<file path="src/rtl/aes_bist_sequencer.sv">
// Built-in self-test sequencer for the AES cores. An LFSR generates the patterns and a
// MISR compacts the core results into a signature that is compared with a per-mode golden value.
module aes_bist_sequencer #(
  parameter int unsigned       DATA_W       = 128,
  parameter int unsigned       LFSR_W       = 32,
  parameter logic [LFSR_W-1:0] LFSR_POLY    = 32'h82608EDB,
  parameter int unsigned       SIG_W        = 32,
  parameter logic [SIG_W-1:0]  MISR_POLY    = 32'h04C11DB7,
  parameter logic [SIG_W-1:0]  MISR_SEED    = '0,
  parameter int unsigned       NUM_PATTERNS = 40,
  parameter int unsigned       TIMEOUT      = 1024,
  parameter logic [SIG_W-1:0]  GOLDEN_ENC   = 32'hBC52CEBF,
  parameter logic [SIG_W-1:0]  GOLDEN_DEC   = 32'h6081AF79
) (
  input  logic              clk,
  input  logic              rst,
  input  logic              bist_start,
  input  logic              bist_abort,
  input  logic              bist_mode,
  input  logic [LFSR_W-1:0] seed_in,
  input  logic [DATA_W-1:0] key_in,
  output logic              core_start,
  output logic              core_mode,
  output logic [DATA_W-1:0] core_data,
  output logic [DATA_W-1:0] core_key,
  input  logic              core_ready,
  input  logic [DATA_W-1:0] core_result,
  output logic              bist_busy,
  output logic              bist_done,
  output logic              bist_pass,
  output logic              bist_timeout,
  output logic [SIG_W-1:0]  signature,
  output logic [15:0]       pattern_count
);

  localparam int unsigned WPP    = DATA_W / LFSR_W;
  localparam int unsigned NSLICE = DATA_W / SIG_W;
  localparam int unsigned WW     = (WPP > 1) ? $clog2(WPP) : 1;
  localparam int unsigned TW     = (TIMEOUT > 1) ? $clog2(TIMEOUT + 1) : 1;

  localparam logic [WW-1:0] WORD_LAST = WW'(WPP - 1);
  localparam logic [TW-1:0] TO_LAST   = TW'(TIMEOUT - 1);
  localparam logic [15:0]   PAT_LAST  = 16'(NUM_PATTERNS - 1);

  typedef enum logic [2:0] {
    IDLE,
    GEN,
    ISSUE,
    WAIT,
    CHECK
  } state_t;

  state_t            state;
  state_t            state_next;
  logic [WW-1:0]     word_idx;
  logic [TW-1:0]     tcnt;
  logic [LFSR_W-1:0] lfsr;
  logic [LFSR_W-1:0] lfsr_next;
  logic [SIG_W-1:0]  fold;
  logic [SIG_W-1:0]  misr_next;
  logic              start_run;
  logic              gen_step;
  logic              compact;
  logic              end_timeout;
  logic              end_check;

  always_ff @(posedge clk or posedge rst) begin
    if (rst) begin
      state <= IDLE;
    end else begin
      state <= state_next;
    end
  end

  // Abort overrides every transition, so none of the run-ending strobes fire under it.
  always_comb begin
    state_next  = state;
    start_run   = 1'b0;
    gen_step    = 1'b0;
    compact     = 1'b0;
    end_timeout = 1'b0;
    end_check   = 1'b0;
    core_start  = (state == ISSUE);
    bist_busy   = (state != IDLE);
    if (bist_abort) begin
      state_next = IDLE;
    end else begin
      case (state)
        IDLE: begin
          if (bist_start) begin
            start_run  = 1'b1;
            state_next = GEN;
          end
        end
        GEN: begin
          gen_step = 1'b1;
          if (word_idx == WORD_LAST) begin
            state_next = ISSUE;
          end
        end
        ISSUE: begin
          state_next = WAIT;
        end
        WAIT: begin
          if (core_ready) begin
            compact    = 1'b1;
            state_next = (pattern_count == PAT_LAST) ? CHECK : GEN;
          end else if (tcnt == TO_LAST) begin
            end_timeout = 1'b1;
            state_next  = IDLE;
          end
        end
        CHECK: begin
          end_check  = 1'b1;
          state_next = IDLE;
        end
        default: begin
          state_next = IDLE;
        end
      endcase
    end
  end

  always_comb begin
    lfsr_next = {^(lfsr & LFSR_POLY), lfsr[LFSR_W-1:1]};
    fold      = '0;
    for (int unsigned i = 0; i < NSLICE; i++) begin
      fold = fold ^ core_result[i*SIG_W +: SIG_W];
    end
    misr_next = {signature[SIG_W-2:0], ^(signature & MISR_POLY)} ^ fold;
  end

  always_ff @(posedge clk or posedge rst) begin
    if (rst) begin
      lfsr          <= '1;
      signature     <= MISR_SEED;
      word_idx      <= '0;
      tcnt          <= '0;
      core_data     <= '0;
      core_key      <= '0;
      core_mode     <= 1'b0;
      pattern_count <= '0;
      bist_done     <= 1'b0;
      bist_pass     <= 1'b0;
      bist_timeout  <= 1'b0;
    end else begin
      bist_done <= end_timeout | end_check;

      if (start_run) begin
        core_mode     <= bist_mode;
        core_key      <= key_in;
        lfsr          <= (seed_in == '0) ? '1 : seed_in;
        signature     <= MISR_SEED;
        pattern_count <= '0;
        word_idx      <= '0;
        bist_pass     <= 1'b0;
        bist_timeout  <= 1'b0;
      end

      if (gen_step) begin
        lfsr <= lfsr_next;
        core_data[int'(word_idx)*LFSR_W +: LFSR_W] <= lfsr_next;
        word_idx <= (word_idx == WORD_LAST) ? '0 : word_idx + 1'b1;
      end

      if (state == ISSUE) begin
        tcnt <= '0;
      end else if (state == WAIT) begin
        tcnt <= tcnt + 1'b1;
      end

      if (compact) begin
        signature     <= misr_next;
        pattern_count <= pattern_count + 16'd1;
      end

      if (end_timeout) begin
        bist_timeout <= 1'b1;
        bist_pass    <= 1'b0;
      end

      if (end_check) begin
        bist_pass <= (signature == (core_mode ? GOLDEN_DEC : GOLDEN_ENC));
      end
    end
  end

endmodule
</file>
<file path="config.mk">
export PLATFORM = sky130hd
export DESIGN_NAME = aes_bist_sequencer
export DESIGN_NICKNAME = d
export VERILOG_FILES = /design/src/rtl/aes_bist_sequencer.sv
export SDC_FILE = /design/constraint.sdc
export NUM_CORES = 1
export LEC_CHECK = 0
export CORE_AREA = 5 5 229 231
export CTS_BUF_LIST = sky130_fd_sc_hd__clkbuf_8
export CTS_CLUSTER_DIAMETER = 50
export CTS_CLUSTER_SIZE = 24
export DETAILED_ROUTE_END_ITERATION = 8
export DIE_AREA = 0 0 234 236
export GPL_TIMING_DRIVEN = 0
export MAX_ROUTING_LAYER = met4
export SLEW_MARGIN = 40
export SYNTH_ARGS = -nofsm -noshare
export SYNTH_HDL_FRONTEND = slang
export SYNTH_SLANG_ARGS = --single-unit
</file>
<file path="constraint.sdc">
create_clock -name clk -period 14.49 [get_ports clk]
set_input_delay 2.898 -clock clk [delete_from_list [all_inputs] [get_ports clk]]
set_output_delay 2.898 -clock clk [all_outputs]
set_load 0.05 [all_outputs]
</file>
Yosys cells after proc, flatten, opt, wreduce, memory -nomap -nowiden:

Cells that the tools add are included.

* $lt $le $gt $ge: 0
* reduce and logical (&&, ||, !) cells: 11
* mux-type cells: 39
* eq/ne operators: 11
* add/subtract/negate cells: 4
* multipliers: 0
* divide/modulo/power cells: 0
* shift-type cells: 2
* bitwise logic cells: 5

Operators with widths (number)
* 2-to-1 mux 32 bit: 6
* bitwise mux 128 bit: 1
* variable shift 32 x 34 -> 128 bit (first input constant): 1
* variable part select 32 x 34 -> 128 bit: 1
* bitwise XOR 32 bit: 4
* XOR reduction 32 bit: 2
* negator 7 -> 34 bit: 1
* equality test 32 bit: 1
* logical NOT 32 bit: 1
* 2-to-1 mux 16 bit: 2
* 2-to-1 mux 11 bit: 2
* 2-to-1 mux 1 bit: 18
* 2-to-1 mux 3 bit: 6
* adder 16 x 1 -> 16 bit (second input constant): 1
* equality test 16 x 6 -> 1 bit (second input constant): 1
* case mux 3 bit (4 select lines): 1
* adder 11 x 1 -> 11 bit (second input constant): 1
* equality test 11 x 10 -> 1 bit (second input constant): 1
* nonzero test 2 bit: 4
* equality test 3 x 2 -> 1 bit (second input constant): 2
* 2-to-1 mux 2 bit: 3
* inequality test 3 bit (second input constant): 2
* nonzero test 3 bit: 2
* inequality test 4 bit (second input constant): 1
* 7 further kinds: 7

* register bits after elaboration: 356
* bits of input ports: 294
* logic and storage cells: 84
* ROM bits: 0
* bits in writable memories: 0
* latch bits: 0
* memories: 0

Longest topological paths before layout:

* word-level depth: 7
* mapped depth: 9
* mapped depth without buffers: 6

Worst setup path before layout:

OpenSTA, ideal clock, no wires.

* path type: register -> output
* start: register state[2]
* end: output port core_start
* arrival time: 1.752 ns
* slack: 9.840 ns
* stages on the path, launching flop included: 6
* cell sequence: dfrtp_1 > buf_2 > nand2b_1 > clkbuf_1 > clkbuf_1 > nor2_1

* word-level cells in the longest chain between the ends: 1

Ends and longest elaborated chain
* from (decl): RTL line 53 `state_t state;`
* from (signal assigned): RTL line 71 `state <= state_next;`
* equality test 3 x 2 -> 1 bit: RTL line 83 `core_start = (state == ISSUE);`
* to (decl): RTL line 22 `output logic core_start,`

Every way passes these cells.

Worst setup path after layout:

Ends and elaborated chain as after synthesis.

==> run_results.csv <==
group,metric,value,unit
status,status,"completed",
floorplanning,rows,82,
worst_setup_path,r2r_cells,8,
place,gp_congestion,0.898,
grt,grt_overflow,0,
detailed_routing,remaining_drc_errors,0,
detailed_routing,num_vias,13800,
worst_setup_path,path_delay_family,"buffers and inverters",
layout,register_area,0.00895,mm^2
timing,finalSetupViolCount,0,
detailed_routing,post_drt_wl_per_cell,21.1,um
layout,multi_input_area,0.00600,mm^2
worst_setup_path,critPathCaptureType,"primary output",
grt,grt_pass1_vias,14400,
clock_network,postCtsHoldBufs,0,
clock_network,numClockSinks,356,
yosys,yosys_warnings,0,
timing,tns,0,ps
worst_setup_path,critPathLaunchType,"flop",
timing,slew_violations,0,
worst_setup_path,worst-path-buf-inv,4,
timing,slew_headroom,49.7,%
yosys,synth_cell_types,42,
yosys,avgSynthCellArea,10.1,um^2
yosys,ys_seq_area_share,58.1,%
yosys,synth_ff_type,"dfrtp_1",
worst_setup_path,cp_max_fo,10,
floorplanning,die-area,0.0552,mm^2
clock_network,clk_latency,630,ps
worst_setup_path,r2r_end,"core_key[13]$_DFFE_PP0P_",
yosys,synth_top_family_by_area,"simple AND/OR/NAND/NOR gates",
detailed_routing,drtPass1Iterations,5,
floorplanning,die_h,236,um
clock_network,clockRootBuffer,"clkbuf_8",
yosys,yosys.area_share.adder,0.650,%
worst_setup_path,cp.required,11590,ps
floorplanning,core-area,0.0499,mm^2
detailed_routing,met3WireLength,4.77,mm
worst_setup_path,slowest_stage,"clkdlybuf4s50_1",
grt,grtUsageTotal,22.0,%
min_path,hold_path_end,"core_key[3]$_DFFE_PP0P_",
clock_network,cts_buffers,45,
timing,hold_viol,0,
yosys,yosys.area_share.simple,17.9,%
yosys,yosys-top-cells-count,"nand2_1, dfrtp_1, a22o_1",
grt,grt_max_degree,82,
worst_setup_path,crit_path_max_incr_delay,930,ps
yosys,syn_area,0.0154,mm^2
power,p_per_area,201,mW/mm^2
detailed_routing,maxUsedRoutingLayer,"met4",
detailed_routing,wirelength_met1,24.3,mm
min_path,hp-class,"reg2reg",
yosys,synthTopCellsByArea,"dfrtp_1, nand2_1, a22o_1",
timing,worstMarginPinSlew,753,ps
clock_network,post_cts_buffers,0,
worst_setup_path,r2r_start,"state[2]$_DFFE_PP0P_",
yosys,yosysMostFrequentCell,"nand2_1",
place,port_buffers,603,
yosys,synthXorXnorAreaFrac,8.93,%
worst_setup_path,r2r_setup_slack,11770,ps
min_path,holdCritStartpoint,"core_key[3]$_DFFE_PP0P_",
yosys,yosys.area.top_type,"dfrtp_1",
clock_network,clk_pin_slew,80,ps
worst_setup_path,arrival,3060,ps
place,hpwl,47.7,mm
yosys,synth_top_area_share,52.7,%
floorplanning,num_io_pins,604,
min_path,worstHoldPathCells,2,
yosys,synth_edf_count,0,
yosys,syn_inst,1526,
yosys,syn-num-nets,1828,
timing,fin_crit_sh,41.1,%
detailed_routing,postRouteAntennaNets,0,
clock_network,cts_buffer_depth,3,
worst_setup_path,crit_type,"reg2out",
clock_network,cts_resized,0,
yosys,synth_seq_cells,356,
worst_setup_path,crit_path_frequent_cell,"clkbuf_1",
clock_network,cts_tree,"yes",
detailed_routing,wl_met2,30.7,mm
yosys,synthMuxAreaShare,0.788,%
timing,fin_crit,5950,ps
floorplanning,die_w,234,um
layout,nNetsFinal,2482,
timing,clock_skew,57.8,ps
grt,grt_pass1_wl,91.2,mm
run,cap_violations,0,
place,place_ws,8880,ps
worst_setup_path,path_cells,"buf_2 > nand2b_1 > clkbuf_1 > clkbuf_1 > nor2_1 > clkdlybuf4s50_1",
detailed_routing,finalWirelength,61.1,mm
floorplanning,start_util,30.9,%
detailed_routing,first_iter_violations,818,
detailed_routing,viasPerCell,4.76,
clock_network,htree_levels,2,
layout,fillerInstances,4701,
layout,drive_gt1_share,6.50,%
layout,syn_to_final_growth,52.3,%
yosys,synth_compound_area_share,10.7,%
power,p_leak,10.4,nW
layout,post-route-util,47.0,%
power,vdd_ir_drop_max,0.123,mV
timing,rsz0062_at_grt,"false",
yosys,async_reset_ff_share,100,%
grt,grt_antenna_before_repair,7,
timing,max_clock_freq,0.168,GHz
timing,setup_slack,8540,ps
## cell type report
class	count	share of cell area, %
Antenna cell	7	0.0747
Buffer	100	1.70
Clock buffer	49	2.88
Clock inverter	34	1.57
Inverter	13	0.240
Multi-Input combinational cell	1057	25.6
Sequential cell	356	38.2
Tap cell	672	3.58
Timing Repair Buffer	607	26.2
## cells by family after synthesis
| logic type | count (synthesis) |
|---|---|
| DFF | 356 |
| and+or+nand+nor | 652 |
| AOI/OAI and AO/OA | 228 |
| muxes | 12 |
| buffers and inverters | 113 |
| adders and majority gates | 8 |
| xor gates and xnor gates | 157 |
## tightest hold or removal path, cell delays in order (launching register included)
cell     delay, ps
dfrtp_1        350
nand2_1         50
nand2_1         50
## how the worst max path moves through the flow
stage                               startpoint                         to  slack (ps)  depth (start not counted)
final                     state[2]$_DFFE_PP0P_                 core_start        8540                          6
after global routing      state[2]$_DFFE_PP0P_                 core_start        8290                          6
after CTS                 state[2]$_DFFE_PP0P_                 core_start        8450                          6
after detailed placement            bist_abort   core_key[13]$_DFFE_PP0P_        8880                          8
after global placement                     rst  core_data[64]$_DFFE_PP0P_       -2830                          2
after floorplan                            rst        bist_done$_DFF_PP0_        1770                          1
## metrics by stage
stage,total power [W],std cells,hold slack [ps],cell area [um^2]
4_1_cts,0.00475,2888,481,23400
2_1_floorplan,0.00295,1526,475,15400
6_report,0.00471,2895,480,23500
5_1_grt,0.00494,2895,500,23500
3_5_place_dp,0.00388,2805,462,22400
3_3_place_gp,0.00386,2801,457,22300
## flip-flops by register name, indices dropped and copies added, names as in the netlist, 2 cells and up
name and count:
word_idx 2, signature 32, tcnt 11, pattern_count 16, core_data 128, lfsr 32
state 3, core_key 128
## layer usage
layer	up-vias	GRT usage (%)
met1	6725	26.1
met3	84	5.90
met5	-	-
li1	6424	-
met4	0	5.43
met2	541	37.3
## where the power goes
group	internal [W]	switching (W)	total, W
registers	0.00132	0.000222	0.00155
clock network	0.000408	0.000438	0.000846
logic	0.000760	0.00155	0.00231
total	0.00249	0.00221	0.00471
## cells in the final DEF, fill, tap and decap left out, types with 11 or more instances in the layout
cell type / n
o21ai_0: 81
clkbuf_8: 49
dfstp_2: 32
clkdlybuf4s50_1: 603
nor4_1: 12
nand2_1: 494
nand3_1: 77
xor2_1: 38
dfrtp_1: 324
inv_1: 14
clkbuf_1: 72
buf_2: 15
mux2i_1: 11
xnor2_1: 119
a22o_1: 126
nor2_1: 21
Note: power is estimated with default switching activity, not from simulation.
